[src/rtl/wave_seq_pkg.sv]
// Shared types and constants for the waveform sequencer and its ramp core.
package wave_seq_pkg;

    localparam int unsigned DataW = 8;
    localparam int unsigned DivW  = 16;
    localparam int unsigned CntW  = 16;

    typedef enum logic [1:0] {
        IDLE,
        RUN,
        STOPPING
    } state_t;

    typedef enum logic [1:0] {
        MODE_SAW,
        MODE_TRI,
        MODE_SQR,
        MODE_RSV
    } mode_t;

    typedef struct packed {
        logic [DivW-1:0]  div;
        logic [DataW-1:0] top;
        logic [DataW-1:0] step;
        mode_t            mode;
        logic [CntW-1:0]  cycles;
    } wave_cfg_t;

    // Power-on configuration: full-scale saw, unit step, no prescale, continuous.
    localparam wave_cfg_t CfgReset = '{
        div:    '0,
        top:    '1,
        step:   DataW'(1),
        mode:   MODE_SAW,
        cycles: '0
    };

    // A zero step would stall the ramp forever, so it is promoted to one.
    function automatic logic [DataW-1:0] eff_step(input logic [DataW-1:0] s);
        return (s == '0) ? DataW'(1) : s;
    endfunction

endpackage

[src/rtl/wave_ramp_core.sv]
// Prescaler, ramp accumulator and per-mode shaping; emits one registered sample per tick.
module wave_ramp_core
    import wave_seq_pkg::*;
(
    input  logic             clk,
    input  logic             rst_n,
    input  wave_cfg_t        cfg,
    input  logic             clear,
    input  logic             run,
    output logic [DataW-1:0] sample,
    output logic             sample_valid,
    output logic             period_end
);

    logic [DivW-1:0]  pre_q, pre_d;
    logic [DataW-1:0] acc_q, acc_d;
    logic [DataW-1:0] sample_q, sample_d;
    logic             dir_q, dir_d;
    logic             valid_q, valid_d;
    logic             pend_q, pend_d;
    logic             tick;
    logic [DataW-1:0] step;
    logic [DataW:0]   sum;
    logic             bounce;
    logic             unused_cfg;

    assign step       = eff_step(cfg.step);
    assign tick       = run && (pre_q == cfg.div);
    assign sum        = {1'b0, acc_q} + {1'b0, step};
    assign bounce     = (cfg.mode == MODE_TRI) || (cfg.mode == MODE_SQR);
    assign unused_cfg = ^cfg.cycles;

    // Next-state for prescaler, accumulator, direction and the registered sample.
    always_comb begin
        pre_d    = pre_q;
        acc_d    = acc_q;
        dir_d    = dir_q;
        sample_d = sample_q;
        valid_d  = 1'b0;
        pend_d   = 1'b0;
        if (clear) begin
            pre_d    = '0;
            acc_d    = '0;
            dir_d    = 1'b1;
            sample_d = '0;
        end else if (tick) begin
            pre_d   = '0;
            valid_d = 1'b1;
            if (cfg.top == '0) begin
                // Degenerate amplitude: every tick closes a period.
                acc_d  = '0;
                dir_d  = 1'b1;
                pend_d = 1'b1;
            end else if (bounce) begin
                if (dir_q) begin
                    if (sum >= {1'b0, cfg.top}) begin
                        acc_d = cfg.top;
                        dir_d = 1'b0;
                    end else begin
                        acc_d = sum[DataW-1:0];
                    end
                end else if (acc_q <= step) begin
                    acc_d  = '0;
                    dir_d  = 1'b1;
                    pend_d = 1'b1;
                end else begin
                    acc_d = acc_q - step;
                end
            end else if (sum > {1'b0, cfg.top}) begin
                acc_d  = '0;
                pend_d = 1'b1;
            end else begin
                acc_d = sum[DataW-1:0];
            end
            // Square follows the post-tick direction flag.
            sample_d = (cfg.mode == MODE_SQR) ? (dir_d ? cfg.top : '0) : acc_d;
        end else if (run) begin
            pre_d = pre_q + DivW'(1);
        end
    end

    // Core state registers with synchronous active-low reset.
    always_ff @(posedge clk) begin
        if (!rst_n) begin
            pre_q    <= '0;
            acc_q    <= '0;
            dir_q    <= 1'b1;
            sample_q <= '0;
            valid_q  <= 1'b0;
            pend_q   <= 1'b0;
        end else begin
            pre_q    <= pre_d;
            acc_q    <= acc_d;
            dir_q    <= dir_d;
            sample_q <= sample_d;
            valid_q  <= valid_d;
            pend_q   <= pend_d;
        end
    end

    assign sample       = sample_q;
    assign sample_valid = valid_q;
    assign period_end   = pend_q;

endmodule

[src/rtl/wave_sequencer.sv]
// Waveform sequencer: run/stop FSM, shadowed configuration handshake and burst counter.
module wave_sequencer
    import wave_seq_pkg::*;
#(
    parameter int unsigned DATA_W = DataW,
    parameter int unsigned DIV_W  = DivW,
    parameter int unsigned CNT_W  = CntW
) (
    input  logic              clk,
    input  logic              rst_n,
    input  logic              cfg_valid,
    output logic              cfg_ready,
    input  logic [DIV_W-1:0]  cfg_div,
    input  logic [DATA_W-1:0] cfg_top,
    input  logic [DATA_W-1:0] cfg_step,
    input  logic [1:0]        cfg_mode,
    input  logic [CNT_W-1:0]  cfg_cycles,
    input  logic              start,
    input  logic              stop,
    output logic              busy,
    output logic [DATA_W-1:0] sample,
    output logic              sample_valid,
    output logic              period_end,
    output logic              done
);

    state_t          state_q, state_d;
    wave_cfg_t       active_q, active_d;
    wave_cfg_t       shadow_q, shadow_d;
    wave_cfg_t       cfg_in, cfg_eff;
    logic            pending_q, pending_d;
    logic            ready_q, ready_d;
    logic            done_q, done_d;
    logic [CNT_W-1:0] cnt_q, cnt_d;
    logic            xfer, apply, burst_hit, finish, core_clear;
    logic            core_pe;

    assign cfg_in.div    = cfg_div;
    assign cfg_in.top    = cfg_top;
    assign cfg_in.step   = cfg_step;
    assign cfg_in.mode   = mode_t'(cfg_mode);
    assign cfg_in.cycles = cfg_cycles;

    assign xfer      = cfg_valid && ready_q;
    assign burst_hit = core_pe && (active_q.cycles != '0) && (cnt_q + CNT_W'(1) == active_q.cycles);
    assign finish    = ((state_q == RUN) && burst_hit) || ((state_q == STOPPING) && core_pe);
    assign apply     = (state_q != IDLE) && core_pe && pending_q && !finish;
    // The core sees the shadow during the boundary cycle so the new period starts clean.
    assign cfg_eff    = apply ? shadow_q : active_q;
    assign core_clear = ((state_q == IDLE) && start) || finish;

    wave_ramp_core u_core (
        .clk          (clk),
        .rst_n        (rst_n),
        .cfg          (cfg_eff),
        .clear        (core_clear),
        .run          (state_q != IDLE),
        .sample       (sample),
        .sample_valid (sample_valid),
        .period_end   (core_pe)
    );

    // FSM transitions, handshake bookkeeping and period counting.
    always_comb begin
        state_d   = state_q;
        active_d  = active_q;
        shadow_d  = shadow_q;
        pending_d = pending_q;
        ready_d   = ready_q;
        done_d    = 1'b0;
        cnt_d     = cnt_q;
        unique case (state_q)
            IDLE: begin
                ready_d = 1'b1;
                if (xfer) begin
                    active_d = cfg_in;
                end
                if (start) begin
                    state_d = RUN;
                    cnt_d   = '0;
                end
            end
            RUN, STOPPING: begin
                if (core_pe) begin
                    cnt_d = cnt_q + CNT_W'(1);
                end
                if (apply) begin
                    active_d  = shadow_q;
                    pending_d = 1'b0;
                    ready_d   = 1'b1;
                    cnt_d     = '0;
                end
                if (xfer) begin
                    shadow_d  = cfg_in;
                    pending_d = 1'b1;
                    ready_d   = 1'b0;
                end
                if ((state_q == RUN) && stop) begin
                    state_d = STOPPING;
                end
                // Burst end and stop end collapse into one done pulse.
                if (finish) begin
                    state_d   = IDLE;
                    done_d    = 1'b1;
                    pending_d = 1'b0;
                    ready_d   = 1'b1;
                end
            end
            default: state_d = IDLE;
        endcase
    end

    // Control registers with synchronous active-low reset.
    always_ff @(posedge clk) begin
        if (!rst_n) begin
            state_q   <= IDLE;
            active_q  <= CfgReset;
            shadow_q  <= CfgReset;
            pending_q <= 1'b0;
            ready_q   <= 1'b1;
            done_q    <= 1'b0;
            cnt_q     <= '0;
        end else begin
            state_q   <= state_d;
            active_q  <= active_d;
            shadow_q  <= shadow_d;
            pending_q <= pending_d;
            ready_q   <= ready_d;
            done_q    <= done_d;
            cnt_q     <= cnt_d;
        end
    end

    assign cfg_ready  = ready_q;
    assign busy       = (state_q != IDLE);
    assign period_end = core_pe;
    assign done       = done_q;

endmodule

[config.mk]
export PLATFORM = sky130hd
export DESIGN_NAME = wave_sequencer
export DESIGN_NICKNAME = d
export VERILOG_FILES = /design/src/rtl/wave_seq_pkg.sv /design/src/rtl/wave_ramp_core.sv /design/src/rtl/wave_sequencer.sv
export SDC_FILE = /design/constraint.sdc
export NUM_CORES = 1
export LEC_CHECK = 0
export ABC_AREA = 1
export BUFFER_PORTS_ARGS = -buffer_cell sky130_fd_sc_hd__buf_2
export CAP_MARGIN = 15
export CORE_MARGIN = 2
export CORE_UTILIZATION = 50
export DETAILED_ROUTE_END_ITERATION = 10
export PLACE_DENSITY_LB_ADDON = 0.12
export SETUP_SLACK_MARGIN = 0.05
export SKIP_LAST_GASP = 1
export SLEW_MARGIN = 20
export SYNTH_ARGS = -nofsm -noshare
export SYNTH_HDL_FRONTEND = slang
export SYNTH_SLANG_ARGS = --single-unit
[constraint.sdc]
create_clock -name clk -period 6 [get_ports clk]
set_input_delay 0.3 -clock clk [delete_from_list [all_inputs] [get_ports clk]]
set_output_delay 0.3 -clock clk [all_outputs]
set_load 0.005 [all_outputs]
Word level (Yosys, flattened, before mapping)
Index checks and enable logic that the tools add are counted.
- add/sub/neg operators: 4
- magnitude comparators: 3
- equality and inequality tests: 12
- mux-type cells: 40
- bitwise logic cells: 2
- reductions and logical operators: 34
- operators with widths (kind ; count):
    $mux W50 ; 2
    $pmux W50 S2 ; 1
    $mux W8 ; 9
    $mux W16 ; 3
    $add A16 B1 Y16 const B ; 2
    $eq A16 B16 Y1 ; 2
    $pmux W16 S2 ; 1
    $mux W1 ; 19
    $logic_not A8 Y1 ; 2
    $reduce_bool A16 Y1 ; 1
    $reduce_and A2 Y1 ; 6
    $logic_and A1 B1 Y1 ; 11
    $add A8 B8 Y9 ; 1
    $ge A9 B8 Y1 ; 1
    $gt A9 B8 Y1 ; 1
    $le A8 B8 Y1 ; 1
    $sub A8 B8 Y8 ; 1
    $mux W2 ; 3
    $ne A2 B2 Y1 const B ; 3
    $reduce_and A3 Y1 ; 2
    $reduce_or A3 Y1 ; 2
    $eq A2 B1 Y1 const B ; 2
    $eq A2 B2 Y1 const B ; 2
    $ne A4 B4 Y1 const B ; 1
    other kinds (11) ; 16
- bits in registers: 156
- bits of input ports: 55
- output and inout bits: 13
- word-level logic and storage cells: 116

Depth between registers and ports, before layout
- word-level depth: 20
- mapped depth: 46
- gate-level depth less buffers: 43

Cells and area by module
From an unflattened synthesis, not the netlist that was laid out.
- cell total of the unflattened synthesis: 1551
- area, all modules: 9589.2 um^2
- modules (own cells, without submodules) (module ; instances ; cells an instance ; area an instance (um^2) ; sequential area each (um^2)):
    wave_sequencer ; 1 ; 1061 ; 6532.5 ; 2422.3
    wave_ramp_core ; 1 ; 490 ; 3056.7 ; 700.7

Least setup slack after synthesis
Ideal clock, no wire load.
- path type: reg2reg
- from: reg cnt_q[0]
- to: reg u_core.sample_q[0], in the netlist u_core.sample[0]
- library setup time: 59 ps
- arrival time: 5759 ps
- required time: 5941 ps
- slack: 182 ps
- cell stages (with the launch flop): 41
- path buffers: 3
- clock period less this slack: 5818 ps
- cells stage by stage: dfxtp_1 ha_1 nand2_1 nor2_2 nand3_1 xnor3_1 nor2_1 nand2_1 nor2_1 nand2_4 nand3_2 buf_6 buf_4 buf_2 nand2_1 o21ai_0 inv_1 nand4_1 [... 5 more ...] a21oi_1 o21bai_1 xor2_1 inv_1 ha_1 a21oi_1 o21ai_0 nand2_1 nand3b_1 nor2_1 inv_1 o21ai_0 mux2i_1 nand2_1 nand2_1 nand2_1 nand3_1 nand2_1
- cells in the longest elaborated chain, start to end: 20
- elaborated cells on any way between the ends: 38
- those cells by class: add/sub (3); order compare (3); eq/ne (4); mux (17); reduce/logical (11)
- ends and longest elaborated chain (item ; line ; RTL):
    start: declaration ; wave_sequencer.sv:34 ; logic [CNT_W-1:0] cnt_q, cnt_d;
    start signal: assignment ; wave_sequencer.sv:130 ; cnt_q <= cnt_d;
    $add A16 B1 Y16 (*) ; wave_sequencer.sv:45 ; assign burst_hit = core_pe && (active_q.cycles != '0) && (cnt_q + CNT_W'(1) == active_q.cycles);
    $eq A16 B16 Y1 (*) ; wave_sequencer.sv:45 ;
    $logic_and A1 B1 Y1 (*) ; wave_sequencer.sv:45 ;
    $logic_and A1 B1 Y1 (*) ; wave_sequencer.sv:46 ; assign finish = ((state_q == RUN) && burst_hit) || ((state_q == STOPPING) && core_pe);
    $logic_or A1 B1 Y1 (*) ; wave_sequencer.sv:46 ;
    $logic_not A1 Y1 ; wave_sequencer.sv:47 ; assign apply = (state_q != IDLE) && core_pe && pending_q && !finish;
    $logic_and A1 B1 Y1 ; wave_sequencer.sv:47 ;
    $mux W50 ; - ;
    [... 3 more ...] ; - ;
    $ge A9 B8 Y1 ; wave_ramp_core.sv:56 ; if (sum >= {1'b0, cfg.top}) begin
    $mux W1 ; wave_ramp_core.sv:56 ;
    $mux W1 ; wave_ramp_core.sv:55 ; if (dir_q) begin
    $mux W1 ; wave_ramp_core.sv:54 ; end else if (bounce) begin
    $mux W1 ; wave_ramp_core.sv:49 ; if (cfg.top == '0) begin
    $mux W1 ; wave_ramp_core.sv:46 ; end else if (tick) begin
    $mux W1 ; wave_ramp_core.sv:41 ; if (clear) begin
    $mux W8 (2 in series) ; wave_ramp_core.sv:76 ; sample_d = (cfg.mode == MODE_SQR) ? (dir_d ? cfg.top : '0) : acc_d;
    end signal: assignment ; wave_ramp_core.sv:95 ; sample_q <= sample_d;
    end: declaration ; wave_ramp_core.sv:17 ; logic [DataW-1:0] sample_q, sample_d;
Mark *: on every way between the ends. The rest lies on a longest branch, timed or not. The select of a mux whose other input is x is not followed.
A chain may end at the register's enable or synchronous reset.

Worst setup path in the final report
- from: reg cnt_q[7]
- to: reg u_core.sample_q[2], in the netlist u_core.sample[2]
Same word-level chain as after synthesis.

==> metrics.txt <==
syn_nets 1512; status finished, final reports clean; routability cong. 0.9711; I/O Buffers 67; Post-CTS Hold Fix Bufs 0; Die H 140.3 um; Worst Skew between 0.01 and 0.015 ns; minimum hold slack 0.1025 ns; io pins approximately 70; share of layout cells above drive strength 1 0.1183; Hold Crit Class in2reg; Data arrival, critical path roughly 5.8 ns; initial antenna violation count 0; cell repeated most along the worst path nand2_1; nets 1555; Worst Setup SP cnt_q[7]; Final min period 5.446 ns; max incr delay on CP 0.43 ns; mapped cell area 0.009285 mm2; register area share after synthesis 0.3363; Clk Latency, worst-skew pair roughly 0.44 ns; post-route clock period utilization 0.9077; critical path type reg2reg; Clock Sinks 156; Cell Int Power 2.169 mW; Max-Cap Viols 0; Worst Tran Pin Value 1.001 ns; CTS tree done; DR vias 9371; endpoints failing hold 0; Critical-path top delay cell dfxtp_1; H-tree depth 4; commonest cells after routing, fill and taps aside 323 x nand2_1, 158 x inv_1, 152 x dfxtp_1, 144 x a21oi_1, 120 x nor2_1; NetSw 1.421 mW; # rows 49; gr usage total 0.2666; Leakage 4.613 nW; Fin Setup TNS 0 ns; CP startpoint kind register; CP endpoint kind register; RR Startpoint cnt_q[7]; clock-pin slew on the worst setup and hold paths 0.07 ns; WL/cell 15.32 um; vias in the first global route between 8000 and 9000; Comb power frac 0.344; Switching Share 0.3958; Synth area leader dfxtp_1; Yosys reg bits ~160; Crit path required time 6.32 ns; Area Overhead vs Synth 12.90%; fmax 183.6 MHz; share of power burned in registers 0.365; Initial Utilization 0.5134; largest net degree at the start of global routing 74; most common cell after layout, fill and taps aside nand2_1; WL final 26.17 mm; CP max FO 7; RSZ-0062 raised after global routing no; pwr dens 342.4 mW/mm2; Die Wd 140.3 um; DIE AREA 0.01968 mm2; clock root cell clkbuf_16; first-pass GRT wire length 42.42 mm; Bufs on Longest Clock Path 2; Yosys cell types 41; Yosys top cell area share 0.3363; Vias/cell ~5.5; Clk network pwr share 0.292; post-detail-place hpwl between 15 and 20 mm; Mapped Avg Cell Area approximately 6.5 um2; DRT antenna net count 0; HP Start cfg_top[7]; DR pass1 iterations 5; Post-Synthesis Cells 1423; Worst slew margin 0.3323; number of remaining DRC errors 0; Final Max Tran Viols 0; total gr overflow 0; DR iter-0 viols approximately 720; Setup-failing EPs final 0; Area contributors post-synth dfxtp_1 34%, nand2_1 13%, a21oi_1 7.8%; CTS Buf Count 17; Design Power 3.589 mW; Worst VDD drop 0.0002610 V; Core ar. 0.01809 mm2; Inserted Diodes 0; Ys Warns 0
==> sequential cells by signal, indices dropped and copies added (netlist names) <==
register / cells
active_q: 50
shadow_q: 50
cnt_q: 16
u_core.pre_q: 16
u_core.acc_q: 8
u_core.sample: 8
state_q: 2
cfg_ready: 1
done: 1
pending_q: 1
u_core.dir_q: 1
u_core.period_end: 1
u_core.sample_valid: 1
==> cell type report <==
cell class	count	area [um2]
fill	1787	7604
multi-input combinational	1030	5336
sequential	156	3128
inverter	165	619.3
timing repair buffer	96	553.0
clock buffer	18	429.2
tap	229	286.5
clock inverter	14	130.1
==> metrics by stage <==
stage                     cell area (um2)    util  worst slack (ns)  cells
after floorplan                      9285       -            0.1818   1423
after CTS                           10330  0.5714            0.2420   1701
after global routing                10480  0.5796           0.07364   1708
after global placement               9774  0.5404            0.4470   1669
final                               10480  0.5796            0.5538   1708
after detailed placement             9774  0.5404            0.2798   1669
==> cells by family (layout without fill, tap and decap cells) <==
group / Yosys count / count (layout) / synth area share
compound gates: 312 / 312 / 0.1811
xor+xnor: 28 / 28 / 0.02870
fa+ha+maj: 34 / 34 / 0.04743
buf+inv: 239 / 293 / 0.1015
flops: 156 / 156 / 0.3363
mux: 1 / 1 / 0.001078
simple gates: 653 / 655 / 0.3039
==> repair_timing <==
item / in CTS / in global routing
buffers inserted: 0 / 5
endpoints found under the setup margin: 0 / 17
endpoints found under the hold margin: 0 / 0
gates resized for setup: 0 / 39
==> path summary, 6_finish.rpt <==
check	end	cells after the start	slack, ns
max	u_core.sample[2]	34	0.55
min	shadow_q[33]	3	0.10
max reg2reg	u_core.sample[2]	34	0.55
min reg2reg	shadow_q[10]	2	0.45
==> power by group through the flow <==
stage                     logic (mW)  clock network, mW  registers, mW
after floorplan                0.913                  0           1.29
after global placement          1.20                  0           1.33
after detailed placement        1.21                  0           1.33
after CTS                       1.21               1.06           1.31
after global routing            1.41               1.10           1.33
final                           1.23               1.05           1.31
==> worst max-delay path: cells and delay by family (launching register included) <==
kind	cells	cell delay (ns)
and+or+nand+nor	17	1.76
DFF	1	0.43
buffers and inverters	3	0.30
AOI/OAI and AO/OA	7	1.04
muxes	1	0.30
xor gates and xnor gates	3	0.60
adders and majority gates	3	0.89
==> layer usage <==
metal	global-route usage	vias to the layer above	part of all wire
met1	0.3561	4290	0.45
met4	0.07230	0	0.015
met3	0.03932	27	0.059
met5	0	-	0
li1	-	4791	-
met2	0.4518	263	0.47
==> synthesized netlist by cell type (all sizes together) <==
cell and instances:
dfxtp 156, nand3b 4, or4 1, xnor2 3, o311ai 1, nor2 135
o21bai 7, nor4 4, nand4 48, fa 2, nand3 118, o211ai 24
o21ai 124, mux2i 1, o221ai 8, xor2 24, buf 16, nand2 329
clkbuf 58, nor3 11, ha 32, or2 3, a21o 1, a21oi 145
clkinv 3, xnor3 1, a41oi 1, a211oi 1, inv 162
(Power assumes the default switching activity.)
